**src/rtl/text_buffer_ctrl_if.sv**
```systemverilog
// Write-port bundle shared by the two requesters and the text buffer controller.
// Requesters hold req/addr/data until they see their gnt.
`timescale 1ns/1ps
interface text_buffer_ctrl_if;
    logic       req0;
    logic       req1;
    logic [7:0] addr0;
    logic [7:0] addr1;
    logic [6:0] data0;
    logic [6:0] data1;
    logic       gnt0;
    logic       gnt1;

    modport master (
        output req0, req1, addr0, addr1, data0, data1,
        input  gnt0, gnt1
    );

    modport slave (
        input  req0, req1, addr0, addr1, data0, data1,
        output gnt0, gnt1
    );
endinterface

```
**src/rtl/text_buffer_ctrl.sv**
```systemverilog
// 256x7 character buffer with a registered display read port.
// A two-requester round-robin write port shares the buffer with a full-screen clear sequencer.
`timescale 1ns/1ps
module text_buffer_ctrl #(
    parameter logic [6:0] CLEAR_CHAR = 7'h20
) (
    input  logic                     clk,
    input  logic                     rst,
    text_buffer_ctrl_if.slave        wr,
    input  logic [7:0]               char_yx,
    output logic [6:0]               char_code,
    input  logic                     clear_req,
    output logic                     busy,
    output logic                     clear_done
);
    typedef enum logic {IDLE, CLEAR} state_t;

    state_t     state_q;
    logic       ptr_q;
    logic [7:0] cnt_q;
    logic       busy_q;
    logic       done_q;
    logic [6:0] char_code_q;
    logic [6:0] mem [256];

    logic       idle_accept;
    logic       gnt0_d;
    logic       gnt1_d;
    logic       we_d;
    logic [7:0] waddr_d;
    logic [6:0] wdata_d;

    // Grants are combinational but gated by reset so they drop without a clock edge.
    assign idle_accept = rst && (state_q == IDLE) && !clear_req;
    assign gnt0_d      = idle_accept && wr.req0 && (!wr.req1 || !ptr_q);
    assign gnt1_d      = idle_accept && wr.req1 && (!wr.req0 ||  ptr_q);

    assign wr.gnt0    = gnt0_d;
    assign wr.gnt1    = gnt1_d;
    assign busy       = busy_q;
    assign clear_done = done_q;
    assign char_code  = char_code_q;

    always_comb begin
        we_d    = 1'b0;
        waddr_d = 8'd0;
        wdata_d = 7'd0;
        if (rst && state_q == CLEAR) begin
            we_d    = 1'b1;
            waddr_d = cnt_q;
            wdata_d = CLEAR_CHAR;
        end else if (gnt0_d) begin
            we_d    = 1'b1;
            waddr_d = wr.addr0;
            wdata_d = wr.data0;
        end else if (gnt1_d) begin
            we_d    = 1'b1;
            waddr_d = wr.addr1;
            wdata_d = wr.data1;
        end
    end

    always_ff @(posedge clk or negedge rst) begin
        if (!rst) begin
            state_q <= IDLE;
            ptr_q   <= 1'b0;
            cnt_q   <= 8'd0;
            busy_q  <= 1'b0;
            done_q  <= 1'b0;
        end else begin
            done_q <= 1'b0;
            case (state_q)
                IDLE: begin
                    if (clear_req) begin
                        state_q <= CLEAR;
                        cnt_q   <= 8'd0;
                        busy_q  <= 1'b1;
                    end else if (wr.req0 && wr.req1) begin
                        ptr_q <= ~ptr_q;
                    end
                end
                CLEAR: begin
                    cnt_q <= cnt_q + 8'd1;
                    if (cnt_q == 8'hFF) begin
                        state_q <= IDLE;
                        busy_q  <= 1'b0;
                        done_q  <= 1'b1;
                    end
                end
                default: state_q <= IDLE;
            endcase
        end
    end

    // Buffer contents are deliberately left out of reset.
    always_ff @(posedge clk) begin
        if (we_d) begin
            mem[waddr_d] <= wdata_d;
        end
    end

    // Read-before-write falls out of the non-blocking read against the same-edge write.
    always_ff @(posedge clk or negedge rst) begin
        if (!rst) begin
            char_code_q <= 7'd0;
        end else begin
            char_code_q <= mem[char_yx];
        end
    end
endmodule

```
**src/flat_wrapper.sv**
```systemverilog
// flat-port wrapper written by rule: the top's interface ports become plain ports
module text_buffer_ctrl_flat 
#(
    parameter logic [6:0] CLEAR_CHAR = 7'h20
)
  (clk, rst, char_yx, char_code, clear_req, busy, clear_done, wr_req0, wr_req1, wr_addr0, wr_addr1, wr_data0, wr_data1, wr_gnt0, wr_gnt1);
  text_buffer_ctrl_if wr_i ();
  input  logic clk;
  input  logic rst;
  input  logic [7:0] char_yx;
  output logic [6:0] char_code;
  input  logic clear_req;
  output logic busy;
  output logic clear_done;
  input wire logic [$bits(wr_i.req0)-1:0] wr_req0;
  input wire logic [$bits(wr_i.req1)-1:0] wr_req1;
  input wire logic [$bits(wr_i.addr0)-1:0] wr_addr0;
  input wire logic [$bits(wr_i.addr1)-1:0] wr_addr1;
  input wire logic [$bits(wr_i.data0)-1:0] wr_data0;
  input wire logic [$bits(wr_i.data1)-1:0] wr_data1;
  output wire logic [$bits(wr_i.gnt0)-1:0] wr_gnt0;
  output wire logic [$bits(wr_i.gnt1)-1:0] wr_gnt1;
  assign wr_i.req0 = wr_req0;
  assign wr_i.req1 = wr_req1;
  assign wr_i.addr0 = wr_addr0;
  assign wr_i.addr1 = wr_addr1;
  assign wr_i.data0 = wr_data0;
  assign wr_i.data1 = wr_data1;
  assign wr_gnt0 = wr_i.gnt0;
  assign wr_gnt1 = wr_i.gnt1;
  text_buffer_ctrl #(.CLEAR_CHAR(CLEAR_CHAR)) u_core (.clk(clk), .rst(rst), .wr(wr_i), .char_yx(char_yx), .char_code(char_code), .clear_req(clear_req), .busy(busy), .clear_done(clear_done));
endmodule
```
**config.mk**
```make
export PLATFORM = sky130hd
export DESIGN_NAME = text_buffer_ctrl_flat
export DESIGN_NICKNAME = d
export VERILOG_FILES = /design/src/rtl/text_buffer_ctrl_if.sv /design/src/rtl/text_buffer_ctrl.sv /design/src/flat_wrapper.sv
export SDC_FILE = /design/constraint.sdc
export NUM_CORES = 2
export LEC_CHECK = 0
export ABC_CLOCK_PERIOD_IN_PS = 12200
export CELL_PAD_IN_SITES_DETAIL_PLACEMENT = 1
export CELL_PAD_IN_SITES_GLOBAL_PLACEMENT = 1
export CORE_MARGIN = 2
export CORE_UTILIZATION = 55
export CTS_CLUSTER_SIZE = 40
export DETAILED_ROUTE_END_ITERATION = 16
export HOLD_SLACK_MARGIN = 0.08
export PLACE_DENSITY_LB_ADDON = 0.12
export SYNTH_ARGS = -nofsm -noshare
export SYNTH_HDL_FRONTEND = slang
export SYNTH_SLANG_ARGS = --single-unit
```
**constraint.sdc**
```tcl
create_clock -name clk -period 12.2 [get_ports clk]
set_input_delay 1.83 -clock clk [delete_from_list [all_inputs] [get_ports clk]]
set_output_delay 1.83 -clock clk [all_outputs]
set_load 0.01 [all_outputs]
```
; Word-level counts from Yosys, hierarchy flattened
; Memory sizes are Yosys's and may differ from the RTL's. A register that Yosys moved wholly into a read port is not among the register bits.
; Cells that the tools add are included.
[word_totals]
regBits = 12
mem_bits_rw = 1792
inputBits = 43
output_inout_bits = 11
wordCells = 51
mem_count = 1
[classes]
addsub = 1
n_eq_ne = 3
mux = 21
bitwise = 3
n_reduce_logical = 17
[memory_table]
columns = name, words, width, rd, rd_ports_with_merged_regs, wr, line_no
row1 = u_core.mem, 256, 7, 1, 1, 1, text_buffer_ctrl.sv:24  ; logic [6:0] mem [256];
[ops]
columns = op, n
row1 = two-way mux 8 bit, 4
row2 = two-way mux 7 bit, 3
row3 = case mux 8 bit (2 select lines), 1
row4 = two-way mux 1 bit, 11
row5 = "adder 8 x 1 -> 8 bit, second input constant", 1
row6 = "equality test 8 bit, second input constant", 1
row7 = logical AND 1 bit, 8
row8 = logical NOT 1 bit, 5
row9 = "inequality test 2 bit, second input constant", 2
row10 = case mux 1 bit (2 select lines), 2
row11 = inverter 1 bit, 3
row12 = AND reduction 3 bit, 1
row13 = logical OR 1 bit, 2
row14 = AND reduction 2 bit, 1

; Longest topological paths before layout
[logic_depth]
depth_word = 10
mapped_depth = 11
mapped_depth_nobuf = 6

; Worst setup path after synthesis
; OpenSTA, ideal clock, no wires.
[synth_timing]
kind = input port to flip-flop
start = input port rst
end = memory u_core.mem[0][6], data pin
setup_time_ns = 0.905
arrival_time_ns = 5.951
required_ns = 11.295
path_slack_ns = 5.345
stages = 5
n_path_buf = 3
path_cell_list = clkbuf_1 o2111a_1 buf_4 buf_4 a32o_1
[synth_between]
elab_chain_cells = 7
word_cells_on_any_way = 10
cone_classes = mux: 3 / reduce/logical: 7
[synth_lines]
columns = item, line_no
row1 = from (decl), flat_wrapper.sv:9  ; input logic rst;
row2 = logical AND 1 bit (2 in a row), text_buffer_ctrl.sv:34  ; assign idle_accept = rst && (state_q == IDLE) && !clear_req;
row3 = logical AND 1 bit (2 in a row), text_buffer_ctrl.sv:36  ; assign gnt1_d = idle_accept && wr.req1 && (!wr.req0 || ptr_q);
row4 = net wr_gnt1, flat_wrapper.sv:22  ; output wire logic [$bits(wr_i.gnt1)-1:0] wr_gnt1;
row5 = two-way mux 7 bit, text_buffer_ctrl.sv:56  ; end else if (gnt1_d) begin
row6 = two-way mux 7 bit, text_buffer_ctrl.sv:52  ; end else if (gnt0_d) begin
row7 = two-way mux 7 bit, text_buffer_ctrl.sv:48  ; if (rst && state_q == CLEAR) begin
row8 = net u_core.wdata_d[6], text_buffer_ctrl.sv:31  ; logic [6:0] wdata_d;
row9 = to (decl), text_buffer_ctrl.sv:24
; The timed path passes the listed nets, and every way through them passes these cells.

; Final worst setup path
[layout_timing]
start = input port rst
end = output port wr_gnt1
[layout_between]
elab_chain_cells = 4
[layout_lines]
columns = item, line_no
row1 = logical AND 1 bit (2 in a row), text_buffer_ctrl.sv:34
row2 = logical AND 1 bit (2 in a row), text_buffer_ctrl.sv:36
row3 = to (decl), flat_wrapper.sv:22
; Every way passes these cells.

==> flow_metrics.py <==
metrics = {
    "outcome": {
        "outcome": "completed",
    },
    "global_route": {
        "globalRouteMet2Util": 0.4310,
        "grt-busiest-layer": "met2",
        "grt_use_met1": 0.4119,
        "grt_max_degree": 105,
        "grt_remaining_overflow": 0,
        "globalRouteMet3Util": 0.05256,
        "track_usage": 0.2786,
        "antenna_found_initial": 3,
        "grt_pass1_wl_um": 262500,
        "grt_pass1_vias": 36694,
    },
    "logic_synthesis": {
        "dominantRegCellSynth": "edfxtp_1",
        "synth_seq_cells": 1811,
        "ys_seq_area_frac": 0.7664,
        "synth_edf_count": 1792,
        "synthArstFlopShare": 0.01049,
        "synth_area_mm2": 0.07083,
        "avgSynthCellArea_um2": 20.86,
        "synth_cell_type_count": 70,
        "syn-num-nets": 3440,
        "netlist_instances": 3396,
        "yosysWarnings": 0,
    },
    "clock_tree": {
        "cts.clk_slew.worst_paths_ns": 0.06,
        "cts_resized": 0,
        "h-tree-depth": 4,
        "cts-buffers-inserted": 179,
        "cts_tree": "yes",
        "cts.sinks": 1811,
        "cts_buffer_depth": 3,
        "holdBufCountCts": 0,
        "clock_latency_ns": 0.82,
        "clock-root-buffer": "clkbuf_16",
        "cts_setup_buffers": 0,
    },
    "route": {
        "wire_per_inst_um": 33.92,
        "drc": 0,
        "num_vias": 35034,
        "viasPerCell": 6.615,
        "dr.first_iter.drc_count": 3990,
        "wl_um": 179700,
        "firstDrtPassIters": 5,
        "ant_nets": 0,
    },
    "worst_setup_path": {
        "cpMostUsedCell": "clkdlybuf4s50_1",
        "worstSetupPathType": "in -> out",
        "worstRegToRegCells": 5,
        "crit_arrival_ns": 4.23,
        "crit_chain": "clkdlybuf4s50_1, buf_4, o2111a_1, clkdlybuf4s50_1",
        "start_kind": "input port",
        "cpMaxStageDelayCell": "o2111a_1",
        "cp_data_required_time_ns": 10.37,
        "cp-end-kind": "output pin",
        "slowest_delay_ns": 0.79,
        "cp_max_fo": 30,
    },
    "cells_and_area": {
        "syn_to_final_growth_pct": 10.40,
        "fill_cells": 10430,
        "layout_common_cells": "edfxtp_1 (1792), mux4_2 (365), nor2_1 (272)",
        "final_core_util": 0.6124,
        "drive_gt1_frac": 0.2070,
        "finalNetCount": 3538,
        "final_common_cell": "edfxtp_1",
    },
    "flow_run": {
        "drv_cap": 0,
    },
    "die": {
        "row_count": 131,
        "dieArea_mm2": 0.1317,
        "die_h_um": 362.9,
        "ioPinCount": 54,
        "die-width_um": 362.9,
        "initial_core_util": 0.5548,
        "fp.coreArea_mm2": 0.1277,
    },
    "sta": {
        "min_period_ns": 6.058,
        "hold_viol": 0,
        "worst_slack_ns": 6.142,
        "max_freq_mhz": 165.1,
        "clock_skew_ns": 0.03192,
        "setup-violations-final": 0,
        "period_share": 0.4966,
        "slew_viol_final": 0,
        "slew-limit-headroom": 0.08688,
        "fin_setup_tns_ns": 0,
        "rsz0062_at_grt": "no",
        "worst_slew_pin_slew_ns": 1.357,
    },
    "place": {
        "gp_congestion": 0.8411,
        "numPortBuffers": 53,
        "place_hpwl_um": 108000,
        "place_ws_ns": 5.473,
    },
    "power": {
        "peakVddDrop_uv": 161.2,
        "powerDensity_mw_per_mm2": 166.1,
        "leakagePower_nw": 26.33,
    },
    "hold_path": {
        "hold_class": "reg -> reg",
        "min_path_cells": 1,
    },
}
## power by group
part	switching, mW	internal, mW	leakage, nW
clock	2.28	2.98	2.70
combinational	0.583	0.257	5.34
sequential	0.0459	6.85	18.3
## cells by family (layout without fill, tap and decap cells)
group	after synthesis	after routing	synth area share
buffers and inverters	206	442	0.01948
flip-flops	1811	1811	0.7664
adder cells (fa/ha/maj)	1	1	0.0001766
XOR/XNOR	4	4	0.0004947
AND/OR/NAND/NOR	504	504	0.03365
multiplexers	537	537	0.1475
AO/OA/AOI/OAI	333	333	0.03227
other	0	2	0
## routing by layer
layer,part of all wire,vias to the layer above
li1,-,14364
met1,0.41,18811
met2,0.48,1600
met3,0.086,257
met4,0.025,2
met5,0.000061,-
## flip-flops by register name (all words and copies together) (netlist names)
name,cells
u_core.clear_done,1
u_core.mem,1792
u_core.char_code,7
u_core.busy,1
u_core.ptr_q,1
u_core.cnt_q,8
u_core.state_q,1
## worst max-delay path: cells and delay by family
family	cells	cell delay, ns
AOI/OAI and AO/OA	1	0.79
buffers and inverters	3	1.54
## through the flow
step | power [mW] | cells | hold slack (ns) | instance area, µm²
4_1_cts | 13.04 | 5294 | 0.4952 | 78190
2_1_floorplan | 7.508 | 3396 | 0.4518 | 70830
6_report | 12.99 | 5296 | 0.4979 | 78200
5_1_grt | 13.31 | 5295 | 0.5359 | 78200
3_5_place_dp | 7.862 | 4975 | 0.4823 | 72710
3_3_place_gp | 7.831 | 4975 | 0.4824 | 72710
## synth_stat cells (3+ instances only)
cell	instances	area (µm²)
buf_6	36	405.4
or2_2	4	25.02
buf_12	7	140.1
buf_1	6	22.52
mux2_2	29	326.6
a31oi_1	11	68.82
a221o_1	8	80.08
o221ai_1	7	61.31
nor2b_1	14	87.58
nor3_1	17	85.08
edfxtp_1	1792	53810
nor4_1	22	137.6
o21ai_0	25	125.1
nand2_1	45	168.9
mux4_1	29	762.0
or3_1	14	87.58
nand2b_1	7	43.79
mux4_2	365	8220
mux2i_1	114	1141
o22ai_1	44	275.3
and3_1	9	56.30
dfrtp_1	19	475.5
a211oi_1	12	90.09
and2b_1	3	22.52
nand2_4	5	56.30
clkbuf_1	45	168.9
a21oi_1	68	340.3
nor4bb_1	6	60.06
a22o_1	11	96.34
nand3_1	42	210.2
nand2_2	10	62.56
a22oi_1	121	908.4
nor2_1	274	1028
o311a_1	5	50.05
inv_1	3	11.26
buf_4	23	172.7
and2_1	13	81.33
buf_2	81	405.4
a221oi_1	9	78.83
xnor2_1	3	26.28
nor2_2	3	18.77
buf_8	3	45.04
## area by class of cell
type,count,area (µm²),area share
flip-flops and latches,1811,54290,0.6942
multi-input cells,1379,15280,0.1954
repair buffers,119,1049,0.01341
diodes,2,5.005,0.00006400
clock buffers,229,4805,0.06144
inverters,4,15.01,0.0001920
well taps,1662,2079,0.02659
clock inverters,90,679.4,0.008688
## final timing paths
path | start | end | slack [ns]
setup / recovery | rst | wr_gnt1 | 6.14
hold / removal | u_core.cnt_q[5]$_DFFE_PN0N_ | u_core.cnt_q[5]$_DFFE_PN0N_ | 0.50
setup reg to reg | u_core.state_q$_DFF_PN0_ | u_core.mem[192][5]$_DFFE_PP_ | 7.35
hold reg to reg | u_core.cnt_q[5]$_DFFE_PN0N_ | u_core.cnt_q[5]$_DFFE_PN0N_ | 0.50
max in group asynchronous | rst | u_core.cnt_q[3]$_DFFE_PN0N_ | 10.35
min in group asynchronous | rst | u_core.char_code[5]$_DFF_PN0_ | 1.46
No activity file was read; power rests on OpenSTA's default activity.
